File: src/rtl/zepto_pkg.sv
// zepto_pkg: definitions shared by the instruction-fetch stage.
//   DATA_W / ADDR_W : default instruction word and PC widths
//   estado_t        : fetch FSM states (OCIOSO, REQ, ENTREGA)
//   PC_INC          : step added to the PC when an instruction is consumed
package zepto_pkg;

    localparam int DATA_W = 16;
    localparam int ADDR_W = 16;

    localparam logic [ADDR_W-1:0] PC_INC = 1;

    typedef enum logic [1:0] {
        OCIOSO  = 2'd0,
        REQ     = 2'd1,
        ENTREGA = 2'd2
    } estado_t;

endpackage

File: src/rtl/busca_instrucao_if.sv
// busca_instrucao_if: bus bundle around the fetch stage.
//   PC side      : pc_atual (PC reg output), pc_prox (PC reg data input)
//   memory side  : mem_addr, mem_req -> ; mem_ack, mem_rdata <-
//   decoder side : instr, instr_valid -> ; instr_ready <-
//   redirect     : desvio, desvio_alvo <-
// master = fetch stage, slave = environment (PC reg, memory, decoder).
interface busca_instrucao_if;
    import zepto_pkg::*;

    logic [ADDR_W-1:0] pc_atual;
    logic [ADDR_W-1:0] pc_prox;
    logic [ADDR_W-1:0] mem_addr;
    logic              mem_req;
    logic              mem_ack;
    logic [DATA_W-1:0] mem_rdata;
    logic [DATA_W-1:0] instr;
    logic              instr_valid;
    logic              instr_ready;
    logic              desvio;
    logic [ADDR_W-1:0] desvio_alvo;

    modport master (
        input  pc_atual, mem_ack, mem_rdata, instr_ready, desvio, desvio_alvo,
        output pc_prox, mem_addr, mem_req, instr, instr_valid
    );

    modport slave (
        output pc_atual, mem_ack, mem_rdata, instr_ready, desvio, desvio_alvo,
        input  pc_prox, mem_addr, mem_req, instr, instr_valid
    );

endinterface

File: src/rtl/busca_instrucao.sv
// busca_instrucao: instruction-fetch stage between the PC register and decoder.
//   i_clk : system clock, rising edge
//   i_rst : asynchronous active-high reset
//   bus   : busca_instrucao_if.master (PC, memory req/ack, decoder valid/ready,
//           redirect)
// The PC register loads pc_prox every clock, so pc_prox must echo pc_atual
// whenever fetch is not advancing or redirecting.
module busca_instrucao
    import zepto_pkg::*;
(
    input  logic               i_clk,
    input  logic               i_rst,
    busca_instrucao_if.master  bus
);

    estado_t           r_estado;
    logic [DATA_W-1:0] r_instr;

    logic              w_req;
    logic              w_valid;
    logic              w_handshake;
    logic              w_ack_ok;
    logic [ADDR_W-1:0] w_pc_inc;
    logic [ADDR_W-1:0] w_pc_prox;

    // A redirect kills both handshakes in the cycle it is asserted.
    assign w_req       = (r_estado == REQ)     & ~bus.desvio;
    assign w_valid     = (r_estado == ENTREGA) & ~bus.desvio;
    assign w_handshake = w_valid & bus.instr_ready;
    assign w_ack_ok    = w_req & bus.mem_ack;

    // Natural ADDR_W-bit wrap: 0xFFFF + 1 -> 0x0000.
    assign w_pc_inc = bus.pc_atual + PC_INC;

    always_comb begin
        w_pc_prox = bus.pc_atual;
        if (bus.desvio)
            w_pc_prox = bus.desvio_alvo;
        else if (w_handshake)
            w_pc_prox = w_pc_inc;
    end

    always_ff @(posedge i_clk or posedge i_rst) begin
        if (i_rst) begin
            r_estado <= OCIOSO;
            r_instr  <= '0;
        end else if (bus.desvio) begin
            // Any ack in this cycle is dropped; refetch from the new target.
            r_estado <= REQ;
        end else begin
            case (r_estado)
                OCIOSO:  r_estado <= REQ;
                REQ: begin
                    if (w_ack_ok) begin
                        r_instr  <= bus.mem_rdata;
                        r_estado <= ENTREGA;
                    end
                end
                ENTREGA: begin
                    if (w_handshake)
                        r_estado <= REQ;
                end
                default: r_estado <= OCIOSO;
            endcase
        end
    end

    assign bus.mem_req     = w_req;
    assign bus.mem_addr    = bus.pc_atual;
    assign bus.instr       = r_instr;
    assign bus.instr_valid = w_valid;
    assign bus.pc_prox     = w_pc_prox;

endmodule

File: src/flat_wrapper.sv
// flat-port wrapper written by rule: the top's interface ports become plain ports
module busca_instrucao_flat import zepto_pkg::*;
  (i_clk, i_rst, bus_pc_atual, bus_mem_ack, bus_mem_rdata, bus_instr_ready, bus_desvio, bus_desvio_alvo, bus_pc_prox, bus_mem_addr, bus_mem_req, bus_instr, bus_instr_valid);
  busca_instrucao_if bus_i ();
  input  logic i_clk;
  input  logic i_rst;
  input wire logic [$bits(bus_i.pc_atual)-1:0] bus_pc_atual;
  input wire logic [$bits(bus_i.mem_ack)-1:0] bus_mem_ack;
  input wire logic [$bits(bus_i.mem_rdata)-1:0] bus_mem_rdata;
  input wire logic [$bits(bus_i.instr_ready)-1:0] bus_instr_ready;
  input wire logic [$bits(bus_i.desvio)-1:0] bus_desvio;
  input wire logic [$bits(bus_i.desvio_alvo)-1:0] bus_desvio_alvo;
  output wire logic [$bits(bus_i.pc_prox)-1:0] bus_pc_prox;
  output wire logic [$bits(bus_i.mem_addr)-1:0] bus_mem_addr;
  output wire logic [$bits(bus_i.mem_req)-1:0] bus_mem_req;
  output wire logic [$bits(bus_i.instr)-1:0] bus_instr;
  output wire logic [$bits(bus_i.instr_valid)-1:0] bus_instr_valid;
  assign bus_i.pc_atual = bus_pc_atual;
  assign bus_i.mem_ack = bus_mem_ack;
  assign bus_i.mem_rdata = bus_mem_rdata;
  assign bus_i.instr_ready = bus_instr_ready;
  assign bus_i.desvio = bus_desvio;
  assign bus_i.desvio_alvo = bus_desvio_alvo;
  assign bus_pc_prox = bus_i.pc_prox;
  assign bus_mem_addr = bus_i.mem_addr;
  assign bus_mem_req = bus_i.mem_req;
  assign bus_instr = bus_i.instr;
  assign bus_instr_valid = bus_i.instr_valid;
  busca_instrucao u_core (.i_clk(i_clk), .i_rst(i_rst), .bus(bus_i));
endmodule
File: config.mk
export PLATFORM = sky130hd
export DESIGN_NAME = busca_instrucao_flat
export DESIGN_NICKNAME = d
export VERILOG_FILES = /design/src/rtl/zepto_pkg.sv /design/src/rtl/busca_instrucao_if.sv /design/src/rtl/busca_instrucao.sv /design/src/flat_wrapper.sv
export SDC_FILE = /design/constraint.sdc
export NUM_CORES = 1
export LEC_CHECK = 0
export BUFFER_PORTS_ARGS = -buffer_cell sky130_fd_sc_hd__buf_2
export CAP_MARGIN = 30
export CELL_PAD_IN_SITES_DETAIL_PLACEMENT = 1
export CELL_PAD_IN_SITES_GLOBAL_PLACEMENT = 1
export CORE_MARGIN = 4
export CORE_UTILIZATION = 24
export CTS_BUF_LIST = sky130_fd_sc_hd__clkbuf_8
export DETAILED_ROUTE_END_ITERATION = 12
export HOLD_SLACK_MARGIN = 0.03
export PLACE_DENSITY = 0.82
export SYNTH_ARGS = -nofsm -noshare
export SYNTH_HDL_FRONTEND = slang
export SYNTH_SLANG_ARGS = --single-unit
export TNS_END_PERCENT = 5
File: constraint.sdc
create_clock -name i_clk -period 2.4 [get_ports i_clk]
set_input_delay 0.48 -clock i_clk [delete_from_list [all_inputs] [get_ports i_clk]]
set_output_delay 0.48 -clock i_clk [all_outputs]
set_load 0.01 [all_outputs]
Word-level counts from Yosys, hierarchy flattened
Index checks and enable logic that the tools add are counted.
- register bits after elaboration: 18
- input bits: 53
- output and inout bits: 50
- word-level logic and storage cells: 21
- $add $sub $neg: 1
- multiplexer cells: 6
- reduce and logical (&&, ||, !) cells: 3
- eq/ne operators: 4
- bitwise gates (word level): 5
- operators with widths (cell ; count):
    16-bit 2-to-1 mux ; 2
    16-bit by 1-bit adder with 16-bit output, second input constant ; 1
    2-bit 2-to-1 mux ; 3
    3-bit by 2-bit != test with 1-bit output, second input constant ; 2
    2-bit one-hot mux with 3 select lines ; 1
    1-bit bitwise AND ; 4
    3-bit AND reduction ; 1
    2-bit by 1-bit == test with 1-bit output, second input constant ; 1
    2-bit == test, second input constant ; 1
    2-bit logical NOT ; 1
    2-bit AND reduction ; 1
    1-bit NOT ; 1

Depth between registers and ports, before layout
- depth in word-level cells: 6
- mapped depth: 6
- depth with buffers taken out: 5

Worst setup path before layout
OpenSTA, ideal clock, no wires.
- path type: input-to-output
- start point: input port bus_desvio
- end point: output port bus_pc_prox[15]
- cell stages on the path: 6
- arrival time: 2.210 ns
- slack: -0.290 ns
- buffers on the path: 2
- path through: or3b_1 buf_2 or3_1 clkbuf_2 or4_1 a31oi_1
- longest elaborated chain between the ends: 5
- RTL lines (item ; RTL line ; source):
    start, declared ; flat_wrapper.sv:11 ; input wire logic [$bits(bus_i.desvio)-1:0] bus_desvio;
    1-bit NOT (no source line) ; n/a ;
    1-bit bitwise AND ; busca_instrucao.sv:28 ; assign w_valid = (r_estado == ENTREGA) & ~bus.desvio;
    1-bit bitwise AND ; busca_instrucao.sv:29 ; assign w_handshake = w_valid & bus.instr_ready;
    16-bit 2-to-1 mux ; busca_instrucao.sv:39 ; else if (w_handshake)
    16-bit 2-to-1 mux * ; busca_instrucao.sv:37 ; if (bus.desvio)
    end, declared ; flat_wrapper.sv:13 ; output wire logic [$bits(bus_i.pc_prox)-1:0] bus_pc_prox;
Every way passes the cells marked *; elsewhere a longest branch is shown, timed or not.

Worst setup path after layout
- start point: register u_core.r_estado[0]
- end point: output port bus_pc_prox[11]
- longest elaborated chain between the ends: 5
- RTL lines (item ; RTL line ; source):
    start, declared ; busca_instrucao.sv:16 ; estado_t r_estado;
    start signal, assigned ; busca_instrucao.sv:45 ; r_estado <= OCIOSO;
    start signal, assigned ; busca_instrucao.sv:49 ; r_estado <= REQ;
    start signal, assigned ; busca_instrucao.sv:52 ; OCIOSO: r_estado <= REQ;
    2-bit == test ; busca_instrucao.sv:28 ;
    1-bit bitwise AND ; busca_instrucao.sv:28 ;
    1-bit bitwise AND ; busca_instrucao.sv:29 ;
    16-bit 2-to-1 mux ; busca_instrucao.sv:39 ;
    16-bit 2-to-1 mux ; busca_instrucao.sv:37 ;
Every way passes these cells.

==> impl_metrics.json <==
{
  "clk_pin_slew_ps": 70,
  "async_flop_share": 1.00,
  "overflow": 0,
  "num_rows": 26,
  "ys_types": 30,
  "fin_crit_sh": 1.09,
  "vias": 1477,
  "crit_type": "flop to output pin",
  "fin_nets": 314,
  "routed_via_density": 4.49,
  "drc": 0,
  "clock-skew-final_ps": 9.22,
  "dp_slack_ps": -223,
  "slew_viol_final": 0,
  "grt_max_degree": 25,
  "rrSetupSlack_ps": 840,
  "timing.hold.ws_ps": 324,
  "powerDensity_mw_per_mm2": 493,
  "io_pins": 103,
  "clock.fmax_mhz": 383,
  "area.growth.synth_to_final_pct": 62.7,
  "cts_tree": "done",
  "coreArea_sq_mm": 0.00517,
  "ys.flop_type": "dfrtp_1",
  "seq_power_share": 0.388,
  "drt-pass1-iter-count": 4,
  "numCtsBuffers": 3,
  "vdd_ir_drop_max_uv": 483,
  "die_area_sq_mm": 0.00663,
  "crit_end": "bus_pc_prox[11]",
  "cp-end-kind": "output pin",
  "drv_cap": 0,
  "grtUsageMet1": 0.168,
  "power_frac_comb": 0.375,
  "finalSetupViolations": 6,
  "required_ps": 1920,
  "yosys_warnings": 0,
  "synthCells": 147,
  "final_hold_viol_count": 0,
  "start_util": 0.250,
  "die_h_um": 81.4,
  "leakagePower_nw": 1.05,
  "grt_pass1_wl_um": 7110,
  "cts_sinks": 18,
  "slew_headroom": 0.537,
  "place.port_buffers": 102,
  "pwr-share-clk": 0.237,
  "yosys-top-cells-area": "dfrtp_1, mux2_2, buf_4, o21ai_0, nand2_1",
  "synthMostInstantiatedCell": "nand2_1",
  "start_kind": "flop",
  "grt_pass1_vias": 1546,
  "p_int_w": 0.000715,
  "ys_seq_area_frac": 0.348,
  "power.share.switching": 0.311,
  "rr_endpoint": "u_core.bus.instr[5]",
  "cp_max_fo": 4,
  "yosysTopAreaCell": "dfrtp_1",
  "drtIter0Drc": 36,
  "drive_above_1_share": 0.625,
  "insertion_delay_ps": 250,
  "rsz0062_at_grt": "yes",
  "root_buffer": "clkbuf_8",
  "syn_avg_cell_area_sq_um": 8.80,
  "hpwlAfterDp_um": 3890,
  "status": "complete, but fails checks",
  "min_period_ps": 2610,
  "synth_commonest_cells": "nand2_1, dfrtp_1, buf_4, mux2_2, o21ai_0",
  "antenna_found_initial": 0,
  "n_antenna_cell": 0,
  "cts.htree.levels": 1,
  "synth_area_sq_mm": 0.00129,
  "critPathSlowestCell": "dfrtp_1",
  "grt_use_total": 0.134,
  "place_congestion": 0.777,
  "arrival_ps": 2130,
  "worst_slew_pin_slew_ps": 693,
  "grtUsageMet2": 0.246,
  "netlist.area_leader.share": 0.348,
  "p_sw_w": 0.000323,
  "fin_ws_ps": -210,
  "min_path_type": "input pin to asynchronous set/reset pin",
  "fp.dieW_um": 81.4,
  "synth_nets": 201,
  "clock_path_buffers": 2,
  "antenna_left": 0,
  "wirelength_um": 4590,
  "gr-max-usage-layer": "met2",
  "synth_seq_cells": 18,
  "r2r-start": "u_core.r_estado[1]",
  "routedWlPerCell_um": 13.9,
  "worst-r2r-cell-count": 6,
  "violations": "setup timing",
  "synth_edf_count": 0,
  "grt_use_met3": 0.0197,
  "cp_slowest_stage_delay_ps": 380,
  "fin_total_pwr_w": 0.00104,
  "path_cells": "or3b_4, or3_4, buf_6, or3_1, a31oi_1, buf_2",
  "crit_start": "u_core.r_estado[0]",
  "ctsHoldBuffers": 0
}
-- metal layers --
metal  vias to the layer above  routed length [um]
li1                        725                   -
met1                       696                1880
met2                        54                2420
met3                         2                 266
met4                         0                  19
met5                         -                   0
-- repair_timing --
action / 4_1_cts / 5_1_grt
pin swaps: 7 / 3
endpoints found under the hold margin: 0 / 0
resized for setup: 14 / 12
endpoints found under the setup margin: 9 / 16
setup buffers: 2 / 0
-- per-stage QoR --
| step | cell area, sq um | utilization | TNS (ps) | cells |
|---|---|---|---|---|
| floorplan | 1300 | - | -360 | 147 |
| global placement | 1960 | 0.380 | -615 | 323 |
| detailed placement | 1960 | 0.380 | -859 | 323 |
| CTS | 2080 | 0.403 | -909 | 329 |
| global route | 2100 | 0.407 | -1480 | 329 |
| finish | 2100 | 0.407 | -704 | 329 |
-- how the worst min path moves through the flow --
stage,start,endpoint
3_5_place_dp,u_core.bus.instr[7],u_core.bus.instr[7]
6_report,i_rst,u_core.bus.instr[1]
5_1_grt,i_rst,u_core.bus.instr[9]
2_1_floorplan,i_rst,u_core.bus.instr[0]
3_3_place_gp,u_core.bus.instr[5],u_core.bus.instr[5]
4_1_cts,i_rst,u_core.bus.instr[9]
-- power by group through the flow --
| stage | registers [W] | clock network, W | logic (W) |
|---|---|---|---|
| 2_1_floorplan | 0.000438 | 0 | 0.000156 |
| 3_3_place_gp | 0.000403 | 0 | 0.000375 |
| 3_5_place_dp | 0.000409 | 0 | 0.000388 |
| 4_1_cts | 0.000405 | 0.000251 | 0.000394 |
| 5_1_grt | 0.000413 | 0.000273 | 0.000427 |
| 6_report | 0.000403 | 0.000246 | 0.000389 |
-- sequential cells by signal, summed over array words and instances, names as in the netlist --
signal	count
u_core.bus.instr	16
u_core.r_estado	2
-- critical path: cells and delay by family (launching register included) --
kind	cells	cell delay, ps
AO/OA/AOI/OAI	1	160
AND/OR/NAND/NOR	3	1050
flip-flops	1	380
buffers and inverters	2	290
-- cell usage in the layout (no fill, tap or decap), types with 5 or more instances in the layout --
master,n
o21ai_0,5
xor2_1,6
dfrtp_1,18
buf_4,25
nand2_1,20
o21ai_1,11
mux2_2,16
buf_2,102
nor2_1,5
-- kinds of logic after synthesis --
group           count (synthesis)  synth area share
flops                          18             0.348
buf+inv                        27             0.127
simple gates                   51             0.200
mux                            17             0.147
xor+xnor                        9            0.0609
compound gates                 24             0.107
fa+ha+maj                       1           0.00967
-- layout make-up --
cell class                 instances  area [sq um]
tap                               70          87.6
fill                             647          3070
inverter                           4          17.5
clock buffer                       4          55.1
multi-input combinational        102           742
timing repair buffer             131           752
sequential                        18           450
(Power assumes the default switching activity.)
